File: config.mk
export PLATFORM = sky130hd
export DESIGN_NAME = instr_fetch_flat
export DESIGN_NICKNAME = d
export VERILOG_FILES = /design/src/rtl/instr_fetch_if.sv /design/src/rtl/instr_fetch.sv /design/src/flat_wrapper.sv
export SDC_FILE = /design/constraint.sdc
export NUM_CORES = 1
export LEC_CHECK = 0
export ABC_AREA = 1
export CORE_MARGIN = 2
export CORE_UTILIZATION = 40
export CTS_CLUSTER_DIAMETER = 120
export DETAILED_ROUTE_END_ITERATION = 8
export HOLD_SLACK_MARGIN = 0.06
export PLACE_DENSITY = 0.82
export SLEW_MARGIN = 20
export SYNTH_ARGS = -nofsm -noshare
export SYNTH_HDL_FRONTEND = slang
export SYNTH_SLANG_ARGS = --single-unit
export TNS_END_PERCENT = 1
File: constraint.sdc
create_clock -name clk -period 1.7 [get_ports clk]
set_input_delay 0.17 -clock clk [delete_from_list [all_inputs] [get_ports clk]]
set_output_delay 0.17 -clock clk [all_outputs]
set_load 0.03 [all_outputs]
File: src/rtl/instr_fetch_if.sv
// Handshake and memory bus between the fetch stage, its instruction memory and the decode stage.
// master = fetch stage; slave = memory/decoder side.
interface instr_fetch_if #(
    parameter int AW = 5,
    parameter int DW = 8
);
    logic          mem_en;
    logic          mem_we;
    logic [AW-1:0] mem_addr;
    logic [DW-1:0] mem_dout;
    logic          inst_valid;
    logic          inst_ready;
    logic [DW-1:0] inst_data;
    logic [2:0]    inst_opcode;
    logic [AW-1:0] inst_operand;
    logic [AW-1:0] inst_pc;

    modport master (
        output mem_en, mem_we, mem_addr,
        input  mem_dout,
        output inst_valid,
        input  inst_ready,
        output inst_data, inst_opcode, inst_operand, inst_pc
    );

    modport slave (
        input  mem_en, mem_we, mem_addr,
        output mem_dout,
        input  inst_valid,
        output inst_ready,
        input  inst_data, inst_opcode, inst_operand, inst_pc
    );
endinterface

File: src/rtl/instr_fetch.sv
// Instruction fetch stage: reads one byte per instruction from a synchronous memory
// and presents it downstream over valid/ready, with PC redirect and run/stop control.
module instr_fetch #(
    parameter int            AW       = 5,
    parameter int            DW       = 8,
    parameter logic [AW-1:0] RESET_PC = '0
) (
    input  logic          clk,
    input  logic          rst,
    input  logic          run,
    input  logic          redirect_valid,
    input  logic [AW-1:0] redirect_addr,
    output logic [AW-1:0] pc,
    instr_fetch_if.master bus
);
    typedef enum logic [1:0] {IDLE, FETCH, CAPTURE, VALID} state_t;

    state_t        state;
    state_t        state_next;
    logic          mem_en;
    logic          inst_valid;
    logic [DW-1:0] inst_data;
    logic [AW-1:0] inst_pc;

    always_ff @(posedge clk) begin
        if (rst) begin
            state     <= IDLE;
            pc        <= RESET_PC;
            inst_data <= '0;
            inst_pc   <= '0;
        end else begin
            state <= state_next;
            // A redirect discards any in-flight capture so stale bytes never surface.
            if (redirect_valid) begin
                pc <= redirect_addr;
            end else if (state == CAPTURE) begin
                inst_data <= bus.mem_dout;
                inst_pc   <= pc;
                pc        <= pc + AW'(1);
            end
        end
    end

    always_comb begin
        state_next = state;
        mem_en     = 1'b0;
        inst_valid = 1'b0;
        case (state)
            IDLE: begin
                if (run) state_next = FETCH;
            end
            FETCH: begin
                mem_en     = 1'b1;
                state_next = CAPTURE;
            end
            CAPTURE: begin
                state_next = VALID;
            end
            VALID: begin
                inst_valid = 1'b1;
                if (bus.inst_ready) state_next = run ? FETCH : IDLE;
            end
            default: state_next = IDLE;
        endcase
        if (redirect_valid) state_next = run ? FETCH : IDLE;
    end

    assign bus.mem_en       = mem_en;
    assign bus.mem_we       = 1'b0;
    assign bus.mem_addr     = pc;
    assign bus.inst_valid   = inst_valid;
    assign bus.inst_data    = inst_data;
    assign bus.inst_opcode  = inst_data[DW-1:DW-3];
    assign bus.inst_operand = inst_data[AW-1:0];
    assign bus.inst_pc      = inst_pc;
endmodule

File: src/flat_wrapper.sv
// flat-port wrapper written by rule: the top's interface ports become plain ports
module instr_fetch_flat 
#(
    parameter int            AW       = 5,
    parameter int            DW       = 8,
    parameter logic [AW-1:0] RESET_PC = '0
)
  (clk, rst, run, redirect_valid, redirect_addr, pc, bus_mem_en, bus_mem_we, bus_mem_addr, bus_mem_dout, bus_inst_valid, bus_inst_ready, bus_inst_data, bus_inst_opcode, bus_inst_operand, bus_inst_pc);
  instr_fetch_if #(.AW(AW), .DW(DW)) bus_i ();
  input  logic clk;
  input  logic rst;
  input  logic run;
  input  logic redirect_valid;
  input  logic [AW-1:0] redirect_addr;
  output logic [AW-1:0] pc;
  output wire logic [$bits(bus_i.mem_en)-1:0] bus_mem_en;
  output wire logic [$bits(bus_i.mem_we)-1:0] bus_mem_we;
  output wire logic [$bits(bus_i.mem_addr)-1:0] bus_mem_addr;
  input wire logic [$bits(bus_i.mem_dout)-1:0] bus_mem_dout;
  output wire logic [$bits(bus_i.inst_valid)-1:0] bus_inst_valid;
  input wire logic [$bits(bus_i.inst_ready)-1:0] bus_inst_ready;
  output wire logic [$bits(bus_i.inst_data)-1:0] bus_inst_data;
  output wire logic [$bits(bus_i.inst_opcode)-1:0] bus_inst_opcode;
  output wire logic [$bits(bus_i.inst_operand)-1:0] bus_inst_operand;
  output wire logic [$bits(bus_i.inst_pc)-1:0] bus_inst_pc;
  assign bus_mem_en = bus_i.mem_en;
  assign bus_mem_we = bus_i.mem_we;
  assign bus_mem_addr = bus_i.mem_addr;
  assign bus_i.mem_dout = bus_mem_dout;
  assign bus_inst_valid = bus_i.inst_valid;
  assign bus_i.inst_ready = bus_inst_ready;
  assign bus_inst_data = bus_i.inst_data;
  assign bus_inst_opcode = bus_i.inst_opcode;
  assign bus_inst_operand = bus_i.inst_operand;
  assign bus_inst_pc = bus_i.inst_pc;
  instr_fetch #(.AW(AW), .DW(DW), .RESET_PC(RESET_PC)) u_core (.clk(clk), .rst(rst), .run(run), .redirect_valid(redirect_valid), .redirect_addr(redirect_addr), .pc(pc), .bus(bus_i));
endmodule
==> impl_metrics.yaml <==
status:
  status: "finished clean"
clock_tree:
  cts_htree_levels: 1
  clock_path_buffers: 2
  cts_made_buffers: 3
  cts_tree: "done"
  clkSinkCount: 20
  cts_hold_buffers: 0
  post_cts_buffers: 0
  path_clk_slew_ps: 120
  root_buffer: "clkbuf_4"
  clk_latency_ps: 300
placement:
  io_buffers: 50
  place_hpwl_um: 1890
  dp_slack_ps: 181
  dp_cells: 212
  place_area_um2: 1480
  gp_congestion: 0.837
drt:
  num_vias: 1019
  wl_met3_um: 175
  wl_met2_um: 1240
  wl_per_cell_um: 11.3
  wl_met1_um: 1000
  ant_nets: 0
  top_layer_used: "met4"
  drt-total-wl_um: 2430
  drc: 0
  drt_iter0_drc: 25
  viasPerCell: 4.72
  firstDrtPassIters: 4
worst_setup_path:
  crit_type: "flip-flop to primary output"
  crit_path_max_fanout: 6
  critPathRequiredTime_ps: 1530
  critPathMaxStageDelay_ps: 710
  cp_cell_sequence: "clkdlybuf4s50_1"
  worst_path_max_delay_cell: "clkdlybuf4s50_1"
  reg2reg_slack_ps: 150
  r2r-end: "u_core.bus.mem_addr[3]$_SDFFE_PP0P_"
  timing.rr.start: "u_core.state[0]$_SDFFE_PP0P_"
  arrival_ps: 1460
  r2r_cells: 8
  start_kind: "flip-flop"
  cp-end-kind: "primary output"
  crit_buf_inv: 1
  crit_family: "buffers and inverters"
pwr:
  clkPwrFrac: 0.322
  p_seq_frac: 0.429
  p_leak_nw: 0.758
  swShare: 0.286
  intPower_mw: 0.862
  power_switching_mw: 0.345
  finalPower_mw: 1.21
  ir_drop_mv: 0.558
  power_frac_comb: 0.250
  p_per_area_nw_per_um2: 781
timing:
  finClkSkew_ps: 6.62
  setup_viol: 0
  rsz0062_at_grt: "yes"
  slew_violations: 0
  hold_viol: 0
  max_freq_mhz: 615
  worst_slack_ps: 73.4
  period_share: 0.957
  period_needed_ps: 1630
synthesis:
  syn_area_um2: 1080
  syn-instance-count: 149
  ys.flop_type: "dfxtp_1"
  synth-edff-count: 0
  synth_fp_nets: 173
  synth_area_leaders: "dfxtp_1, nor2_1, buf_4"
  ys_top_cells_by_count: "nor2_1, nand2_1, dfxtp_1, buf_4, inv_1"
  ys_ff_latch: 20
  yosysMostFrequentCell: "nor2_1"
  synth_seq_area_share: 0.372
  yosys.area.top_type: "dfxtp_1"
  ys_types: 20
  yosysWarnings: 0
  yosys.area.top_type_share: 0.372
  postSynth.asyncResetShare: 0
  avgSynthCellArea_um2: 7.22
floorplan:
  die_h_um: 55.9
  die_w_um: 55.9
  rows: 18
  dieArea_um2: 3120
  io_pins: 52
  initial_utilization: 0.427
  coreArea_um2: 2520
hold_path:
  worst_hold_path.endpoint: "u_core.bus.mem_addr[2]$_SDFFE_PP0P_"
  hp-start: "redirect_addr[2]"
  holdPathStages: 3
  hp-class: "input pin to flip-flop"
grt:
  antenna_found_initial: 0
  grt_pass1_wl_um: 4330
  grt_usage: 0.170
  grt_pass1_vias: 1044
  grt-ovfl-total: 0
  grt_max_degree: 19
finish:
  drive_gt1_frac: 0.0484
  stdcell_count: 216
  finish.utilization: 0.612
  fillCellCount: 253
  area_delta_synth_final_pct: 43.5
  final_area_um2: 1540
  multiInputGateArea_um2: 478
  seqCellArea_um2: 400
  n_antenna_cell: 0
  layout.nets: 211
flow_run:
  cap_violations: 0
timing repair:
item,CTS,global route
setup endpoints to repair,2,5
endpoints found under the hold margin,0,0
resized for setup,2,4
tightest hold or removal path, stage by stage:
cell and delay [ps]:
clkdlybuf4s50_1 390, nand2_1 60, a31oi_1 70
cell usage in the layout, fill, tap and decap left out, types with 3 or more instances in the layout:
| master | Yosys | final |
|---|---|---|
| dlymetal6s2s_1 | 0 | 4 |
| clkdlybuf4s50_1 | 0 | 44 |
| clkbuf_4 | 0 | 3 |
| o21ai_0 | 12 | 12 |
| nand3_1 | 10 | 10 |
| nand2_1 | 28 | 28 |
| ha_1 | 6 | 6 |
| nor2_1 | 29 | 29 |
| dfxtp_1 | 20 | 20 |
| inv_1 | 14 | 14 |
kinds of logic (layout without fill, tap and decap cells):
logic type                 count (synthesis)  after routing  synth area share
AOI/OAI and AO/OA                         18             18            0.0919
adders and majority gates                  6              6            0.0698
buffers and inverters                     34             71             0.184
DFF                                       20             20             0.372
other                                      1              1           0.00349
and+or+nand+nor                           70             70             0.279
cell type report:
class,count,area share
timing repair buffer,51,0.334
multi-input combinational,95,0.310
sequential,20,0.259
inverter,16,0.0389
tap,30,0.0243
clock inverter,1,0.0194
clock buffer,3,0.0146
metal layers:
| metal | vias up | track usage |
|---|---|---|
| li1 | 521 | - |
| met1 | 451 | 0.199 |
| met2 | 45 | 0.304 |
| met3 | 2 | 0.0302 |
| met4 | 0 | 0.0680 |
| met5 | - | 0 |
per-stage QoR:
| stage | setup TNS [ps] | hold WS, ps |
|---|---|---|
| after floorplan | 0 | 239 |
| after global placement | 0 | 469 |
| after detailed placement | 0 | 485 |
| after CTS | 0 | 439 |
| after global routing | -39.3 | 464 |
| final | 0 | 446 |
worst max path at each step:
stage	start	endpoint	slack (ps)	cells after the start
after global routing	u_core.state[0]$_SDFFE_PP0P_	u_core.bus.mem_addr[3]$_SDFFE_PP0P_	-40	7
final	u_core.bus.mem_addr[1]$_SDFFE_PP0P_	bus_mem_addr[1]	70	1
after global placement	u_core.state[0]$_SDFFE_PP0P_	u_core.bus.mem_addr[3]$_SDFFE_PP0P_	300	8
after floorplan	u_core.bus.mem_addr[0]$_SDFFE_PP0P_	u_core.bus.mem_addr[4]$_SDFFE_PP0P_	440	6
after detailed placement	redirect_valid	u_core.bus.mem_addr[3]$_SDFFE_PP0P_	180	7
after CTS	u_core.bus.mem_addr[0]$_SDFFE_PP0P_	pc[0]	40	1
registers in the layout, summed over array words and instances (netlist names):
register,count
u_core.bus.inst_pc,5
u_core.bus.mem_addr,5
u_core.bus.inst_data,8
u_core.state,2
power by group through the flow:
stage / registers [mW] / clock network [mW] / logic [mW]
final: 0.517 / 0.388 / 0.301
after global routing: 0.522 / 0.412 / 0.331
after CTS: 0.518 / 0.393 / 0.305
after detailed placement: 0.528 / 0 / 0.306
after global placement: 0.526 / 0 / 0.298
after floorplan: 0.562 / 0 / 0.162
Power figures use the tool's default switching activity.
